<file path="config.mk">
export PLATFORM = sky130hd
export DESIGN_NAME = fb_write_arbiter_flat
export DESIGN_NICKNAME = d
export VERILOG_FILES = /design/src/rtl/fb_write_arbiter_pkg.sv /design/src/rtl/fb_write_arbiter_if.sv /design/src/rtl/fb_write_arbiter_rr_priority_pick.sv /design/src/rtl/fb_write_arbiter.sv /design/src/flat_wrapper.sv
export SDC_FILE = /design/constraint.sdc
export NUM_CORES = 1
export LEC_CHECK = 0
export ABC_AREA = 0
export CORE_MARGIN = 1.5
export CORE_UTILIZATION = 49
export CTS_CLUSTER_DIAMETER = 120
export CTS_CLUSTER_SIZE = 28
export DETAILED_ROUTE_END_ITERATION = 8
export PLACE_DENSITY = 0.89
export SLEW_MARGIN = 30
export SYNTH_ARGS = -nofsm -noshare
export SYNTH_HDL_FRONTEND = slang
export SYNTH_HIERARCHICAL = 1
export SYNTH_SLANG_ARGS = --single-unit
</file>
<file path="constraint.sdc">
create_clock -name clk -period 8.85 [get_ports clk]
set_input_delay 0.885 -clock clk [delete_from_list [all_inputs] [get_ports clk]]
set_output_delay 0.885 -clock clk [all_outputs]
set_load 0.1 [all_outputs]
</file>
<file path="src/rtl/fb_write_arbiter_pkg.sv">
// Shared types, defaults and engine indices for the frame-buffer write arbiter.
package fb_write_arbiter_pkg;

  typedef enum logic {
    ST_IDLE = 1'b0,
    ST_BUSY = 1'b1
  } arb_state_e;

  localparam int DEF_NUM_REQ   = 5;
  localparam int DEF_ADDR_W    = 17;
  localparam int DEF_DATA_W    = 8;
  localparam int DEF_MAX_BURST = 64;
  localparam int GRANT_W       = 3;

  localparam int REQ_SOFT_RST  = 0;
  localparam int REQ_TEST_PAT  = 1;
  localparam int REQ_LINE_DRAW = 2;
  localparam int REQ_RECT_FILL = 3;
  localparam int REQ_BLIT      = 4;

  // Index reached by stepping 'step' places past 'base' around a ring of n engines.
  function automatic logic [GRANT_W-1:0] rr_index(input logic [GRANT_W-1:0] base,
                                                  input int step, input int n);
    int sum;
    sum = (int'(base) + step) % n;
    return GRANT_W'(sum);
  endfunction

endpackage

</file>
<file path="src/rtl/fb_write_arbiter_if.sv">
// Engine-side and frame-buffer-side signals of the pixel write arbiter.
interface fb_write_arbiter_if #(
  parameter int NUM_REQ = fb_write_arbiter_pkg::DEF_NUM_REQ,
  parameter int ADDR_W  = fb_write_arbiter_pkg::DEF_ADDR_W,
  parameter int DATA_W  = fb_write_arbiter_pkg::DEF_DATA_W
);
  // A beat moves when rts and rtr are both high at a rising clk edge; the
  // sender holds rts/addr/data/last stable until then, and rtr never waits on
  // anything but the receiver's own state (rtr may depend combinationally on fb_rtr).
  logic [NUM_REQ-1:0]        req_rts;
  logic [NUM_REQ-1:0]        req_rtr;
  logic [NUM_REQ*ADDR_W-1:0] req_addr;
  logic [NUM_REQ*DATA_W-1:0] req_data;
  logic [NUM_REQ-1:0]        req_last;
  logic                      fb_rts;
  logic                      fb_rtr;
  logic [ADDR_W-1:0]         fb_addr;
  logic [DATA_W-1:0]         fb_data;
  logic [2:0]                grant_id;
  logic                      busy;

  modport master (
    output req_rts, req_addr, req_data, req_last, fb_rtr,
    input  req_rtr, fb_rts, fb_addr, fb_data, grant_id, busy
  );

  modport slave (
    input  req_rts, req_addr, req_data, req_last, fb_rtr,
    output req_rtr, fb_rts, fb_addr, fb_data, grant_id, busy
  );
endinterface

</file>
<file path="src/rtl/fb_write_arbiter_rr_priority_pick.sv">
// Combinational round-robin picker: first requester after last_grant, wrapping.
module rr_priority_pick
  import fb_write_arbiter_pkg::*;
#(
  parameter int NUM_REQ = DEF_NUM_REQ
) (
  input  logic [NUM_REQ-1:0] req,
  input  logic [GRANT_W-1:0] last_grant,
  output logic [GRANT_W-1:0] grant,
  output logic               any_req
);

  logic [7:0]         req_pad;
  logic [GRANT_W-1:0] idx;

  always_comb begin
    req_pad = '0;
    req_pad[NUM_REQ-1:0] = req;
    grant   = '0;
    any_req = 1'b0;
    idx     = '0;
    // Walk from the farthest ring position to the nearest so the nearest wins.
    for (int k = NUM_REQ; k >= 1; k--) begin
      idx = rr_index(last_grant, k, NUM_REQ);
      if (req_pad[idx]) begin
        grant   = idx;
        any_req = 1'b1;
      end
    end
  end

endmodule

</file>
<file path="src/rtl/fb_write_arbiter.sv">
// Shares the frame-buffer write port among drawing engines: round-robin, burst
// hold, MAX_BURST cap, registered output. FB_ARB_PRIO0_EN: engine 0 wins every idle pick.
module fb_write_arbiter
  import fb_write_arbiter_pkg::*;
#(
  parameter int NUM_REQ   = DEF_NUM_REQ,
  parameter int ADDR_W    = DEF_ADDR_W,
  parameter int DATA_W    = DEF_DATA_W,
  parameter int MAX_BURST = DEF_MAX_BURST
) (
  input  logic               clk,
  input  logic               rst_,
  fb_write_arbiter_if.slave  bus,
  output arb_state_e         dbg_state
);

  localparam int CNT_W = $clog2(MAX_BURST);

  arb_state_e         state_q, state_d;
  logic [GRANT_W-1:0] grant_id_q, last_grant_q, rr_id, pick_id;
  logic [CNT_W-1:0]   beat_cnt_q;
  logic               prio_hold_q, prio_win, any_req;
  logic               fb_rts_q;
  logic [ADDR_W-1:0]  fb_addr_q, hold_addr;
  logic [DATA_W-1:0]  fb_data_q, hold_data;
  logic               hold_rts, hold_last, out_free, xfc_grant, cap_hit, rel_grant;
  logic [NUM_REQ-1:0] req_rtr;

  rr_priority_pick #(.NUM_REQ(NUM_REQ)) u_pick (
    .req        (bus.req_rts),
    .last_grant (last_grant_q),
    .grant      (rr_id),
    .any_req    (any_req)
  );

`ifdef FB_ARB_PRIO0_EN
  assign prio_win = bus.req_rts[REQ_SOFT_RST];
`else
  assign prio_win = 1'b0;
`endif
  assign pick_id = prio_win ? GRANT_W'(REQ_SOFT_RST) : rr_id;

  // Holder's beat, selected by the registered grant.
  always_comb begin
    hold_rts  = 1'b0;
    hold_last = 1'b0;
    hold_addr = '0;
    hold_data = '0;
    for (int i = 0; i < NUM_REQ; i++) begin
      if (grant_id_q == GRANT_W'(i)) begin
        hold_rts  = bus.req_rts[i];
        hold_last = bus.req_last[i];
        hold_addr = bus.req_addr[i*ADDR_W +: ADDR_W];
        hold_data = bus.req_data[i*DATA_W +: DATA_W];
      end
    end
  end

  assign out_free  = ~fb_rts_q | bus.fb_rtr;
  assign xfc_grant = (state_q == ST_BUSY) & hold_rts & out_free;
  assign cap_hit   = (beat_cnt_q == CNT_W'(MAX_BURST - 1));
  assign rel_grant = (state_q == ST_BUSY) & (~hold_rts | (xfc_grant & (hold_last | cap_hit)));

  always_comb begin
    state_d = state_q;
    req_rtr = '0;
    case (state_q)
      ST_IDLE: if (any_req) state_d = ST_BUSY;
      ST_BUSY: begin
        for (int i = 0; i < NUM_REQ; i++)
          req_rtr[i] = (grant_id_q == GRANT_W'(i)) & out_free;
        if (rel_grant) state_d = ST_IDLE;
      end
      default: state_d = ST_IDLE;
    endcase
  end

  always_ff @(posedge clk or negedge rst_) begin
    if (!rst_) begin
      state_q      <= ST_IDLE;
      grant_id_q   <= '0;
      last_grant_q <= GRANT_W'(NUM_REQ - 1);
      beat_cnt_q   <= '0;
      prio_hold_q  <= 1'b0;
    end else begin
      state_q <= state_d;
      if (state_q == ST_IDLE && any_req) begin
        grant_id_q  <= pick_id;
        beat_cnt_q  <= '0;
        prio_hold_q <= prio_win;
      end else if (xfc_grant) begin
        beat_cnt_q <= beat_cnt_q + CNT_W'(1);
      end
      // A priority grant leaves the round-robin pointer where it was.
      if (rel_grant && !prio_hold_q) last_grant_q <= grant_id_q;
    end
  end

  always_ff @(posedge clk or negedge rst_) begin
    if (!rst_) begin
      fb_rts_q  <= 1'b0;
      fb_addr_q <= '0;
      fb_data_q <= '0;
    end else if (xfc_grant) begin
      fb_rts_q  <= 1'b1;
      fb_addr_q <= hold_addr;
      fb_data_q <= hold_data;
    end else if (bus.fb_rtr) begin
      fb_rts_q <= 1'b0;
    end
  end

  assign bus.req_rtr  = req_rtr;
  assign bus.fb_rts   = fb_rts_q;
  assign bus.fb_addr  = fb_addr_q;
  assign bus.fb_data  = fb_data_q;
  assign bus.grant_id = grant_id_q;
  assign bus.busy     = (state_q == ST_BUSY);
  assign dbg_state    = state_q;

endmodule
</file>
<file path="src/flat_wrapper.sv">
// flat-port wrapper written by rule: the top's interface ports become plain ports
module fb_write_arbiter_flat import fb_write_arbiter_pkg::*;
#(
  parameter int NUM_REQ   = DEF_NUM_REQ,
  parameter int ADDR_W    = DEF_ADDR_W,
  parameter int DATA_W    = DEF_DATA_W,
  parameter int MAX_BURST = DEF_MAX_BURST
)
  (clk, rst_, dbg_state, bus_req_rts, bus_req_addr, bus_req_data, bus_req_last, bus_fb_rtr, bus_req_rtr, bus_fb_rts, bus_fb_addr, bus_fb_data, bus_grant_id, bus_busy);
  fb_write_arbiter_if #(.NUM_REQ(NUM_REQ), .ADDR_W(ADDR_W), .DATA_W(DATA_W)) bus_i ();
  input  logic clk;
  input  logic rst_;
  output arb_state_e dbg_state;
  input wire logic [$bits(bus_i.req_rts)-1:0] bus_req_rts;
  input wire logic [$bits(bus_i.req_addr)-1:0] bus_req_addr;
  input wire logic [$bits(bus_i.req_data)-1:0] bus_req_data;
  input wire logic [$bits(bus_i.req_last)-1:0] bus_req_last;
  input wire logic [$bits(bus_i.fb_rtr)-1:0] bus_fb_rtr;
  output wire logic [$bits(bus_i.req_rtr)-1:0] bus_req_rtr;
  output wire logic [$bits(bus_i.fb_rts)-1:0] bus_fb_rts;
  output wire logic [$bits(bus_i.fb_addr)-1:0] bus_fb_addr;
  output wire logic [$bits(bus_i.fb_data)-1:0] bus_fb_data;
  output wire logic [$bits(bus_i.grant_id)-1:0] bus_grant_id;
  output wire logic [$bits(bus_i.busy)-1:0] bus_busy;
  assign bus_i.req_rts = bus_req_rts;
  assign bus_i.req_addr = bus_req_addr;
  assign bus_i.req_data = bus_req_data;
  assign bus_i.req_last = bus_req_last;
  assign bus_i.fb_rtr = bus_fb_rtr;
  assign bus_req_rtr = bus_i.req_rtr;
  assign bus_fb_rts = bus_i.fb_rts;
  assign bus_fb_addr = bus_i.fb_addr;
  assign bus_fb_data = bus_i.fb_data;
  assign bus_grant_id = bus_i.grant_id;
  assign bus_busy = bus_i.busy;
  fb_write_arbiter #(.NUM_REQ(NUM_REQ), .ADDR_W(ADDR_W), .DATA_W(DATA_W), .MAX_BURST(MAX_BURST)) u_core (.clk(clk), .rst_(rst_), .bus(bus_i), .dbg_state(dbg_state));
endmodule
</file>
* Yosys cells after proc, flatten, opt, wreduce, memory -nomap -nowiden
Index checks and enable logic that the tools add are counted.
** Word-level totals
- Flip-flop bits (word level) :: 39
- Bits of input ports :: 138
- Output and inout port bits :: 36
** Cells by class
- $add $sub $neg :: 6
- Divide/modulo/power cells :: 5
- Order comparisons :: 5
- Equality and inequality tests :: 5
- Mux-type cells :: 48
- Bitwise gates (word level) :: 15
- Reduce and logical (&&, ||, !) cells :: 4
** Operators with widths (count)
- $mod A32 B4 Y32 const B :: 5
- $mux W17 :: 5
- $mux W8 :: 5
- $mux W1 :: 24
- $lt A3 B4 Y1 const B :: 5
- $bmux W1 S3 :: 5
- $mux W3 :: 5
- $mux W6 :: 2
- $and A1 B1 Y1 :: 9
- $add A3 B2 Y4 const B :: 2
- $add A3 B3 Y4 const B :: 2
- $add A6 B1 Y6 const B :: 1
- $eq A3 B2 Y1 const B :: 2
- $eq A6 B6 Y1 const B :: 1
- $mux W5 :: 1
- $add A3 B1 Y4 const B :: 1
- $reduce_bool A2 Y1 :: 2
- $eq A3 B1 Y1 const B :: 1
- $eq A3 B3 Y1 const B :: 1
- $logic_not A3 Y1 :: 1
- $not A1 Y1 :: 3
- $or A1 B1 Y1 :: 3
- $pmux W1 S2 :: 1
- $logic_and A1 B1 Y1 :: 1

* Logic depth before layout (Yosys ltp)
Gate-level depths: netlist (run 1).
- Depth after elaboration :: 13
- Depth in mapped cells :: 20

* Cells and area by module
The synthesis (run 1) kept the hierarchy.
** Modules (own cells, without submodules)
- fb_write_arbiter :: times used 1, cells each 242, area each 2543.7 um^2
- rr_priority_pick :: times used 1, cells each 258, area each 1860.5 um^2

* Least setup slack after synthesis (run 1)
OpenSTA, ideal clock, no wires.
- Kind :: register to output
- Start :: reg u_core.grant_id_q[1] (netlist: u_core/bus.grant_id[1])
- End :: out bus_req_rtr[0]
- Data arrival time :: 4.398 ns
- Required time :: 7.965 ns
- Path slack :: 3.567 ns
- Cell stages (with the launch flop) :: 5
- Path buffers :: 3
- Path through :: dfrtp_1 clkbuf_1 clkbuf_1 clkbuf_1 nor4_1
** On the way
- Word-level cells in the longest chain between the ends :: 3
** Ends and longest elaborated chain
- start: declaration :: line fb_write_arbiter.sv:20 : logic [GRANT_W-1:0] grant_id_q, last_grant_q, rr_id, pick_id;
- start signal: assignment :: line fb_write_arbiter.sv:88 : grant_id_q <= pick_id;
- $logic_not A3 Y1 :: line fb_write_arbiter.sv:71 : req_rtr[i] = (grant_id_q == GRANT_W'(i)) & out_free;
- $and A1 B1 Y1 :: line fb_write_arbiter.sv:71
- $mux W5 :: line fb_write_arbiter.sv:67 : case (state_q)
- end: declaration :: line flat_wrapper.sv:19 : output wire logic [$bits(bus_i.req_rtr)-1:0] bus_req_rtr;
No other way between the ends.

* Worst setup path after layout (run 1)
- Start :: reg u_core.last_grant_q[1]
- End :: reg u_core.beat_cnt_q[3]
** On the way
- Word-level cells in the longest chain between the ends :: 11
- Elaborated cells between the ends (all ways) :: 28
** Ends and longest elaborated chain
- start: declaration :: line fb_write_arbiter.sv:20
- start signal: assignment :: line fb_write_arbiter.sv:82 : last_grant_q <= GRANT_W'(NUM_REQ - 1);
- start signal: assignment :: line fb_write_arbiter.sv:95 : if (rel_grant && !prio_hold_q) last_grant_q <= grant_id_q;
- $add A3 B3 Y4 :: line fb_write_arbiter_pkg.sv:25 : sum = (int'(base) + step) % n;
- $mod A32 B4 Y32 :: line fb_write_arbiter_pkg.sv:25
- $bmux W1 S3 :: line fb_write_arbiter_rr_priority_pick.sv:25 : if (req_pad[idx]) begin
- $mux W1 (implied by the code) :: line fb_write_arbiter_rr_priority_pick.sv:25
- $mux W1 (4 in a row) :: line fb_write_arbiter_rr_priority_pick.sv:25
- $mux W1 (*) :: line fb_write_arbiter_rr_priority_pick.sv:25
- net u_core.any_req :: line fb_write_arbiter.sv:22 : logic prio_hold_q, prio_win, any_req;
- $logic_and A1 B1 Y1 (*) :: line fb_write_arbiter.sv:87 : if (state_q == ST_IDLE && any_req) begin
- $mux W6 / $reduce_bool A2 Y1 (equally long branches)
- end signal: assignment :: line fb_write_arbiter.sv:92 : beat_cnt_q <= beat_cnt_q + CNT_W'(1);
- end: declaration :: line fb_write_arbiter.sv:21 : logic [CNT_W-1:0] beat_cnt_q;
Mark *: on every way through the listed nets, which the timed path passes. The rest lies on a longest branch. The select of a mux whose other input is x is not followed.
A chain may end at the register's enable or synchronous reset.

==> impl_metrics.env, run 1 <==
export IMPL_dieArea_um2=9566
export IMPL_synth_common_cells="a21oi_1, dfrtp_1, nand2_1, nor2_1, mux2i_1"
export IMPL_syn_avg_cell_area_um2=8.808
export IMPL_relSlewSlack_pct=31.10
export IMPL_rsz0062_at_grt="false"
export IMPL_path_class="reg2reg"
export IMPL_arrival_ns=5.13
export IMPL_synthTopCellsByArea="dfrtp_1, mux4_2, a21oi_1"
export IMPL_hp_class="reg2reg"
export IMPL_drv_slew=0
export IMPL_grt_pass1_vias=4838
export IMPL_clock_sinks=39
export IMPL_crit_family="adder cells"
export IMPL_drive_above_1_share_pct=9.231
export IMPL_avgRoutedWirePerCell_um=19.77
export IMPL_fin_crit_sh_pct=55.57
export IMPL_cts_buffers_inserted=5
export IMPL_hold_start="u_core/bus.fb_data[1]$_DFFE_PN0P_"
export IMPL_htreeDepth=2
export IMPL_synth_cell_type_count=72
export IMPL_post_cts_setup_buffers=0
export IMPL_cts_hold_buf=0
export IMPL_start_util_pct=50.50
export IMPL_drt_first_pass_iters=5
export IMPL_synthCells=500
export IMPL_clk_pin_slew_worst_paths_ns=0.08
export IMPL_crit_chain="inv_1, ha_1, clkinv_1, ha_1, inv_1, ha_1, and4b_1, a211oi_1, a32oi_1, nand3_4, nand3_1, nand3b_1, nand2b_1, o211ai_1, o31ai_1"
export IMPL_io_pins=174
export IMPL_ys_flop_type="dfrtp_1"
export IMPL_vias_per_cell=6.264
export IMPL_clockBufferDepth=2
export IMPL_r2r_start="u_core/last_grant_q[1]$_DFFE_PN0P_"
export IMPL_tightest_slew_ns=1.030
export IMPL_grt_pass1_wl_mm=23.83
export IMPL_core_um2=8721
export IMPL_syn_to_final_growth_pct=42.13
export IMPL_fp_dieH_um=97.81
export IMPL_clk_latency_ns=0.30
export IMPL_syn_num_nets=661
export IMPL_required_ns=9.06
export IMPL_ys_seq_area_share_pct=22.19
export IMPL_grt_overflow=0
export IMPL_finalHoldViolCount=0
export IMPL_path_common_cell="ha_1"
export IMPL_regArea_um2=978.4
export IMPL_reg2regPathDepth=15
export IMPL_crit_cells=15
export IMPL_synthMostInstantiatedCell="a21oi_1"
export IMPL_status="complete, no violations"
export IMPL_drc=0
export IMPL_track_usage_pct=30.93
export IMPL_io_buffers=173
export IMPL_maxCapViolations=0
export IMPL_r2r_setup_slack_ns=3.93
export IMPL_hold_end="u_core/bus.fb_data[1]$_DFFE_PN0P_"
export IMPL_critPathCaptureType="flop"
export IMPL_fin_worst_skew_ns=0.008412
export IMPL_r2r_end="u_core/beat_cnt_q[3]$_DFFE_PN0P_"
export IMPL_worst_path_buf_inv=3
export IMPL_yosysWarnings=6
export IMPL_dieWidth_um=97.81
export IMPL_fmax_ghz=0.2033
export IMPL_ys_seq_elements=39
export IMPL_wl_mm=14.99
export IMPL_vias=4748
export IMPL_grt_max_degree=46
export IMPL_start_kind="flop"
export IMPL_place_gp_congestion=1.008
export IMPL_multi_input_area_um2=3171
export IMPL_cts_root_buf="clkbuf_8"
export IMPL_nets=810
export IMPL_synth_edf_count=0
export IMPL_setup_violations=0
export IMPL_min_period_ns=4.918
export IMPL_cts_tree="built"
export IMPL_synth_top_cell_area_share_pct=21.59
export IMPL_hpwl_mm=11.49
export IMPL_ys_async_sr_fraction_pct=100.0
export IMPL_cp_slowest_cell="ha_1"
export IMPL_ant_nets=0
export IMPL_drtIter0Drc=406
export IMPL_cts_resized_gates=0
export IMPL_antenna_found_initial=0
export IMPL_crit_fanout=25
export IMPL_yosys_area_top_type="dfrtp_1"
export IMPL_hold_path_depth=1
export IMPL_syn_area_um2=4404
export IMPL_critical_path_max_stage_delay_ns=0.86
export IMPL_antenna_cells=0
export IMPL_rows=34
export IMPL_finalSetupTns_ns=0
export IMPL_fillers=621
-- metrics by stage --
| stage | area (µm²) | worst slack (ns) | utilization [%] | hold WS [ns] | cells |
|---|---|---|---|---|---|
| final | 6260 | 3.932 | 71.78 | 0.4942 | 758 |
| after global routing | 6260 | 3.534 | 71.78 | 0.5206 | 758 |
| after CTS | 6262 | 4.019 | 71.81 | 0.4968 | 758 |
| after detailed placement | 6130 | 4.050 | 70.29 | 0.4789 | 750 |
| after global placement | 6123 | 4.205 | 70.22 | 0.4680 | 750 |
| after floorplan | 4404 | 3.567 | - | 0.4708 | 500 |
-- layout by cell type, fill, tap and decap left out, drive strengths merged, types with 11 or more instances in the layout --
cell type / n
a21oi: 64
a22oi: 20
clkdlybuf4s50: 171
dfrtp: 38
ha: 23
inv: 21
mux2: 13
mux2i: 28
mux4: 20
nand2: 36
nand2b: 12
nand3: 13
nor2: 33
o21ai: 18
o22ai: 11
-- per-layer routing --
metal  vias up  track usage [%]  part of all wire, %
li1       2198                -                    -
met1      2289            36.67                   38
met2       229            56.25                   53
met3        32            5.583                  6.8
met4         0            10.55                  2.3
met5         -                0                    0
-- logic make-up (layout without fill, tap and decap cells) --
group           Yosys count  in the layout  share of synthesized area (%)
compound gates          172            172                          25.88
simple gates            137            137                          16.51
xor+xnor                 10             10                          3.012
mux                      61             61                          19.91
flops                    39             39                          22.19
fa+ha+maj                23             23                          6.534
buf+inv                  58            208                          5.966
-- worst register-to-register path, stage by stage, from the launching register on --
cell and delay (ns):
dfrtp_1 0.67, inv_1 0.19, ha_1 0.86, clkinv_1 0.52, ha_1 0.34, inv_1 0.06
ha_1 0.14, and4b_1 0.19, a211oi_1 0.69, a32oi_1 0.21, nand3_4 0.18, nand3_1 0.10
nand3b_1 0.20, nand2b_1 0.26, o211ai_1 0.14, o31ai_1 0.08
-- how the worst max path moves through the flow --
| stage | start | end | slack (ns) |
|---|---|---|---|
| floorplan | u_core/bus.grant_id[1]$_DFFE_PN0P_ | bus_req_rtr[0] | 3.57 |
| global placement | bus_fb_rtr | bus_req_rtr[1] | 4.21 |
| detailed placement | u_core/last_grant_q[1]$_DFFE_PN0P_ | u_core/beat_cnt_q[3]$_DFFE_PN0P_ | 4.05 |
| CTS | u_core/last_grant_q[1]$_DFFE_PN0P_ | u_core/beat_cnt_q[3]$_DFFE_PN0P_ | 4.02 |
| global route | u_core/last_grant_q[1]$_DFFE_PN0P_ | u_core/bus.grant_id[2]$_DFFE_PN0P_ | 3.53 |
| finish | u_core/last_grant_q[1]$_DFFE_PN0P_ | u_core/beat_cnt_q[3]$_DFFE_PN0P_ | 3.93 |
-- cell type report --
class / count / share of cell area, %
timing repair buffer: 177 / 28.02
tap: 108 / 2.159
clock inverter: 2 / 0.9594
inverter: 23 / 1.419
multi-input combinational: 403 / 50.65
clock buffer: 6 / 1.159
sequential: 39 / 15.63
-- flip-flops by register name (all words and copies together), names as in the netlist --
register / cells
u_core/bus.fb_rts: 1
u_core/bus.fb_data: 8
u_core/bus.fb_addr: 17
u_core/bus.grant_id: 3
u_core/last_grant_q: 3
u_core/beat_cnt_q: 6
u_core/bus.busy: 1
Power of run 1 is not shown: default switching activity piles up to over one toggle a cycle in this logic, so the estimate is an artifact.
==> run 2: changes to the inputs <==
CORE_UTILIZATION = 41   (was 49)
PLACE_DENSITY = 0.79   (was 0.89)
clock period = 4.5 ns   (was 8.85 ns; I/O delays follow)
==> impl_metrics.env, run 2 (same netlist as run 1, synthesis figures left out) <==
export IMPL_io_buffers=173
export IMPL_fmax_ghz=0.2487
export IMPL_ant_nets=0
export IMPL_grt_pass1_vias=4920
export IMPL_layout_common_cells="clkdlybuf4s50_1, a21oi_1, nand2_1, dfrtp_1, nor2_1"
export IMPL_syn_to_final_growth_pct=43.69
export IMPL_place_inst=784
export IMPL_drive_above_1_share_pct=11.28
export IMPL_place_gp_congestion=0.9722
export IMPL_cts_buffers_inserted=5
export IMPL_finalHoldViolCount=0
export IMPL_critPathCaptureType="flop"
export IMPL_htreeDepth=2
export IMPL_start_util_pct=42.47
export IMPL_path_class="reg2reg"
export IMPL_status="complete, no violations"
export IMPL_critical_path_max_stage_delay_ns=0.56
export IMPL_required_ns=4.70
export IMPL_cts_hold_buf=0
export IMPL_vias_per_cell=6.042
export IMPL_drtIter0Drc=312
export IMPL_fin_worst_skew_ns=0.004249
export IMPL_clock_sinks=39
export IMPL_start_kind="flop"
export IMPL_track_usage_pct=26.31
export IMPL_vias=4797
export IMPL_arrival_ns=4.22
export IMPL_grt_overflow=0
export IMPL_fp_dieH_um=106.6
export IMPL_final_common_cell="clkdlybuf4s50_1"
export IMPL_hp_class="in2async"
export IMPL_grt_max_degree=40
export IMPL_path_common_cell="ha_1"
export IMPL_setup_violations=0
export IMPL_wl_mm=14.98
export IMPL_hpwl_mm=11.57
export IMPL_post_cts_setup_buffers=0
export IMPL_cts_tree="built"
export IMPL_avgRoutedWirePerCell_um=18.86
export IMPL_antenna_found_initial=2
export IMPL_rsz0062_at_grt="false"
export IMPL_drt_first_pass_iters=5
export IMPL_cp_slowest_cell="dfrtp_2"
export IMPL_dieWidth_um=106.6
export IMPL_rows=37
export IMPL_final_area_um2=6329
export IMPL_grt_pass1_wl_mm=23.99
export IMPL_maxCapViolations=0
export IMPL_nets=816
export IMPL_tightest_slew_ns=1.024
export IMPL_dieArea_um2=11370
export IMPL_clk_pin_slew_worst_paths_ns=0.08
export IMPL_final_cells=794
export IMPL_fin_crit_sh_pct=89.34
export IMPL_core_um2=10370
export IMPL_relSlewSlack_pct=31.50
export IMPL_place_area_um2=6200
export IMPL_io_pins=174
export IMPL_min_period_ns=4.020
export IMPL_drv_slew=0
export IMPL_clockBufferDepth=2
export IMPL_cts_root_buf="clkbuf_8"
export IMPL_clk_latency_ns=0.29
export IMPL_crit_chain="inv_1, ha_1, buf_4, ha_1, inv_1, ha_1, nand2b_1, a21oi_2, a31oi_1, a211oi_1, nor4_1, a21oi_1, nand3b_1, nand2b_1, o211ai_1, o31ai_1"
export IMPL_drc=0
export IMPL_crit_fanout=18
export IMPL_largest_reg_flops=17
export IMPL_finalSetupTns_ns=0
-- run 2: cell count changes in the layout (fill, tap and decap cells not counted), sizes merged --
cell	previous run	this run
clkinv	2	4
bufinv	2	1
clkdlybuf4s50	171	168
clkbuf	6	5
diode	0	2
buf	6	15
-- run 2: area by class of cell --
cell class                      count  area (µm²)
Antenna cell                        2       5.005
Clock buffer                        5       68.82
Clock inverter                      3       43.79
Fill cell                         896        4041
Inverter                           23       88.84
Multi-Input combinational cell    403        3178
Sequential cell                    39       979.7
Tap cell                          136       170.2
Timing Repair Buffer              183        1794
-- run 2: worst max-delay path, delay by kind of cell, from the launching register on --
kind	cells	cell delay [ns]
compound gates	6	1.32
fa+ha+maj	3	0.90
simple gates	4	0.65
flops	1	0.56
buf+inv	3	0.50
-- run 2: through the flow --
| step | hold WS, ns | util, % | worst slack, ns |
|---|---|---|---|
| CTS | 0.3025 | 60.87 | 0.2266 |
| floorplan | 0.1544 | - | 0.1756 |
| global placement | 0.4676 | 59.79 | 0.5180 |
| global route | 0.1632 | 61.03 | 0.1584 |
| detailed placement | 0.4804 | 59.79 | 0.2478 |
| finish | 0.1252 | 61.03 | 0.4796 |
-- run 2: worst paths after layout --
check,from,endpoint,slack [ns],cells past startpoint
worst max-delay path,u_core/last_grant_q[1]$_DFFE_PN0P_,u_core/beat_cnt_q[3]$_DFFE_PN0P_,0.48,16
worst min-delay path,rst_,u_core/bus.fb_addr[9]$_DFFE_PN0P_,0.13,1
worst max register to register,u_core/last_grant_q[1]$_DFFE_PN0P_,u_core/beat_cnt_q[3]$_DFFE_PN0P_,0.48,16
worst min register to register,u_core/bus.fb_data[0]$_DFFE_PN0P_,u_core/bus.fb_data[0]$_DFFE_PN0P_,0.50,1
max in group asynchronous,rst_,u_core/bus.grant_id[0]$_DFFE_PN0P_,4.00,1
min in group clk,u_core/bus.fb_data[0]$_DFFE_PN0P_,u_core/bus.fb_data[0]$_DFFE_PN0P_,0.50,1
-- run 2: metal layers --
metal  vias to the layer above  global-route usage (%)  wire [µm]
met5                         -                       0          0
met3                        32                   5.775       1302
li1                       2207                       -          -
met4                         0                   11.14        452
met2                       265                   44.78       7388
met1                      2293                   32.06       5832
-- run 2: repair_timing --
item | 4_1_cts | 5_1_grt
endpoints found under the hold margin | 0 | 0
gates resized for setup | 0 | 3
setup endpoints to repair | 0 | 10
Power of run 2 is left out for the same reason.
==> run 3: changes to the inputs <==
CTS_BUF_LIST = sky130_fd_sc_hd__clkbuf_8   (was unset)
==> results of run 3 <==
Same layout as run 2: the final DEF is identical, and so are final timing and power.
Power of run 3 is left out for the same reason.
==> edit: new RTL, flow settings as in run 2 <==
Set the package constant `DEF_MAX_BURST` to 128 (it was 64).
--- a/src/rtl/fb_write_arbiter_pkg.sv
+++ b/src/rtl/fb_write_arbiter_pkg.sv
@@ -9,7 +9,7 @@
   localparam int DEF_NUM_REQ   = 5;
   localparam int DEF_ADDR_W    = 17;
   localparam int DEF_DATA_W    = 8;
-  localparam int DEF_MAX_BURST = 64;
+  localparam int DEF_MAX_BURST = 128;
   localparam int GRANT_W       = 3;
 
   localparam int REQ_SOFT_RST  = 0;
Formal check against the unedited RTL: no difference found for any inputs over 4 cycles, from zero or initial values and one cycle with rst_ low; that may be too few to reach the edited logic, so the function may still have changed.
==> edit against run 2 <==
- worst setup slack got worse by 0.0047 ns
- synthesized area increased by 2.5%
- sequential share of layout area rose by 0.12 points
- sequential cell count is 1 higher
- routed wire length decreased by 4.6%
- count of clock-buffer cells in the layout grew 1
- design area up 1.7%
==> edit: results (changes against run 2) <==
* Multi-input logic cell count at 430 (+6.7%)
* Non-clk buf share at 28.2% (-0.15 points)
* Buffers, non-clock at 186 (+1.6%)
* CTS Buffer Depth at 2 (unchanged)
* Placement Setup Slack at 0.395 ns (+0.147 ns)
* Placed instance area at 6310 um2 (+1.8%)
* Detailed Routing Iterations Pass 1 at 5 (unchanged)
* Worst-path fanout max at 8 (-10)
* Clock network area share at 1.89% (+0.11 points)
* Top cells by area, synth: dfrtp_1, mux2i_1, ha_1, mux4_2, nor2_1
* Fin area at 6430 um2 (+1.7%)
* Initial antenna violation count at 0 (-2)
* Via Count at 4827 (+0.63%)
* Hold_ws at 0.112 ns (-0.0129 ns)
* Clock buf count at 6 (+1)
* Iteration-0 DRC Markers at 261 (-16%)
* N_diodes at 0 (-2)
* Critical Path Source: u_core/last_grant_q[2]
* Number of global-route vias before repair at 4733 (-3.8%)
* Met2 usage at 43.4% (-1.3 points)
* Synth Area in Adders at 6.37% (-0.16 points)
* Syn avg cell area at 8.52 um2 (-3.3%)
* Finished Layout Cells at 827 (+4.2%)
* Hpwl dp at 11000 um (-5.0%)
* DP Cell Count at 819 (+4.5%)
* Post-synthesis sequential area ratio at 22.2% (about the same)
* Seq cells post-synth at 40 (+2.6%)
* Final nets at 847 (+3.8%)
* Multiplexer share of the synthesized area at 17.3% (-2.6 points)
* XOR/XNOR share of the synthesized area at 3.13% (+0.12 points)
* Placer's final routability congestion estimate at 0.899 (-7.5%)
* Cts bufs inserted at 5 (unchanged)
* First-pass GRT wire length at 22500 um (-6.1%)
* Die width at 108 um (+1.2%)
* Largest net degree at the start of global routing at 60 (+50%)
* Crit-path max cell delay at 0.63 ns (+0.07 ns)
* Clk_skew at 0.00683 ns (+0.00258 ns)
* Cell variety after synth at 74 (+2.8%)
* Worst path slowest cell: dfstp_2
* Routed wl met3 at 1230 um (-5.9%)
* Wirelength per Cell at 17.3 um (-8.4%)
* Crit path to: u_core/beat_cnt_q[6]
* Share of layout cells above drive strength 1 at 9.61% (-1.7 points)
* Multi-input logic area at 3230 um2 (+1.7%)
* All-layer global routing usage at 24.3% (-2.1 points)
* H-tree Lvls at 2 (unchanged)
* Met1 GRT Util at 27.9% (-4.1 points)
* Met3 usage at 5.67% (-0.11 points)
* Mapped Nets at 691 (+4.5%)
* Compound-Gate Fraction of Synth Area at 26.2% (+0.37 points)
* DRT met1 WL at 5420 um (-7.1%)
* Status: complete, no violations
* FILL cells at 902 (+0.67%)
* Tcrit/Tclk final at 89.4% (+0.11 points)
* Most instantiated cells after synthesis: nor2_1, mux2i_1, a21oi_1
* R2r worst-path depth at 17 (+1)
* Metal2 WL at 7200 um (-2.6%)
* Worst rel slew slack at 31.1% (-0.35 points)
* Register area at 1000 um2 (+2.4%)
edit: changes by cell type after synthesis, sizes merged, moves of 17 or more:
cell	change
a21oi	-19
mux2i	+22
nor2	+22
o21a	+17
o221ai	+17
edit: worst register-to-register path, cell delays in order, from the launching register on:
cell and delay (ns):
dfstp_2 0.63, buf_4 0.22, xor2_4 0.27, ha_1 0.26, nor2_1 0.11, a21oi_2 0.21, xnor2_2 0.14, ha_1 0.27
nor2b_1 0.15, o32a_2 0.38, nor3b_1 0.20, a31oi_1 0.08, o22ai_1 0.20, nor3b_1 0.08, nand3b_1 0.13, nor2b_2 0.30
nor2_1 0.08, a31o_1 0.23
edit: power breakdown:
part	internal [W]	total, W	switching [W]	leakage, nW
sequential	0.000524	0.000704	0.000181	0.470
combinational	0.00170	0.00478	0.00308	2.04
clock	0.000181	0.000312	0.000130	0.0614
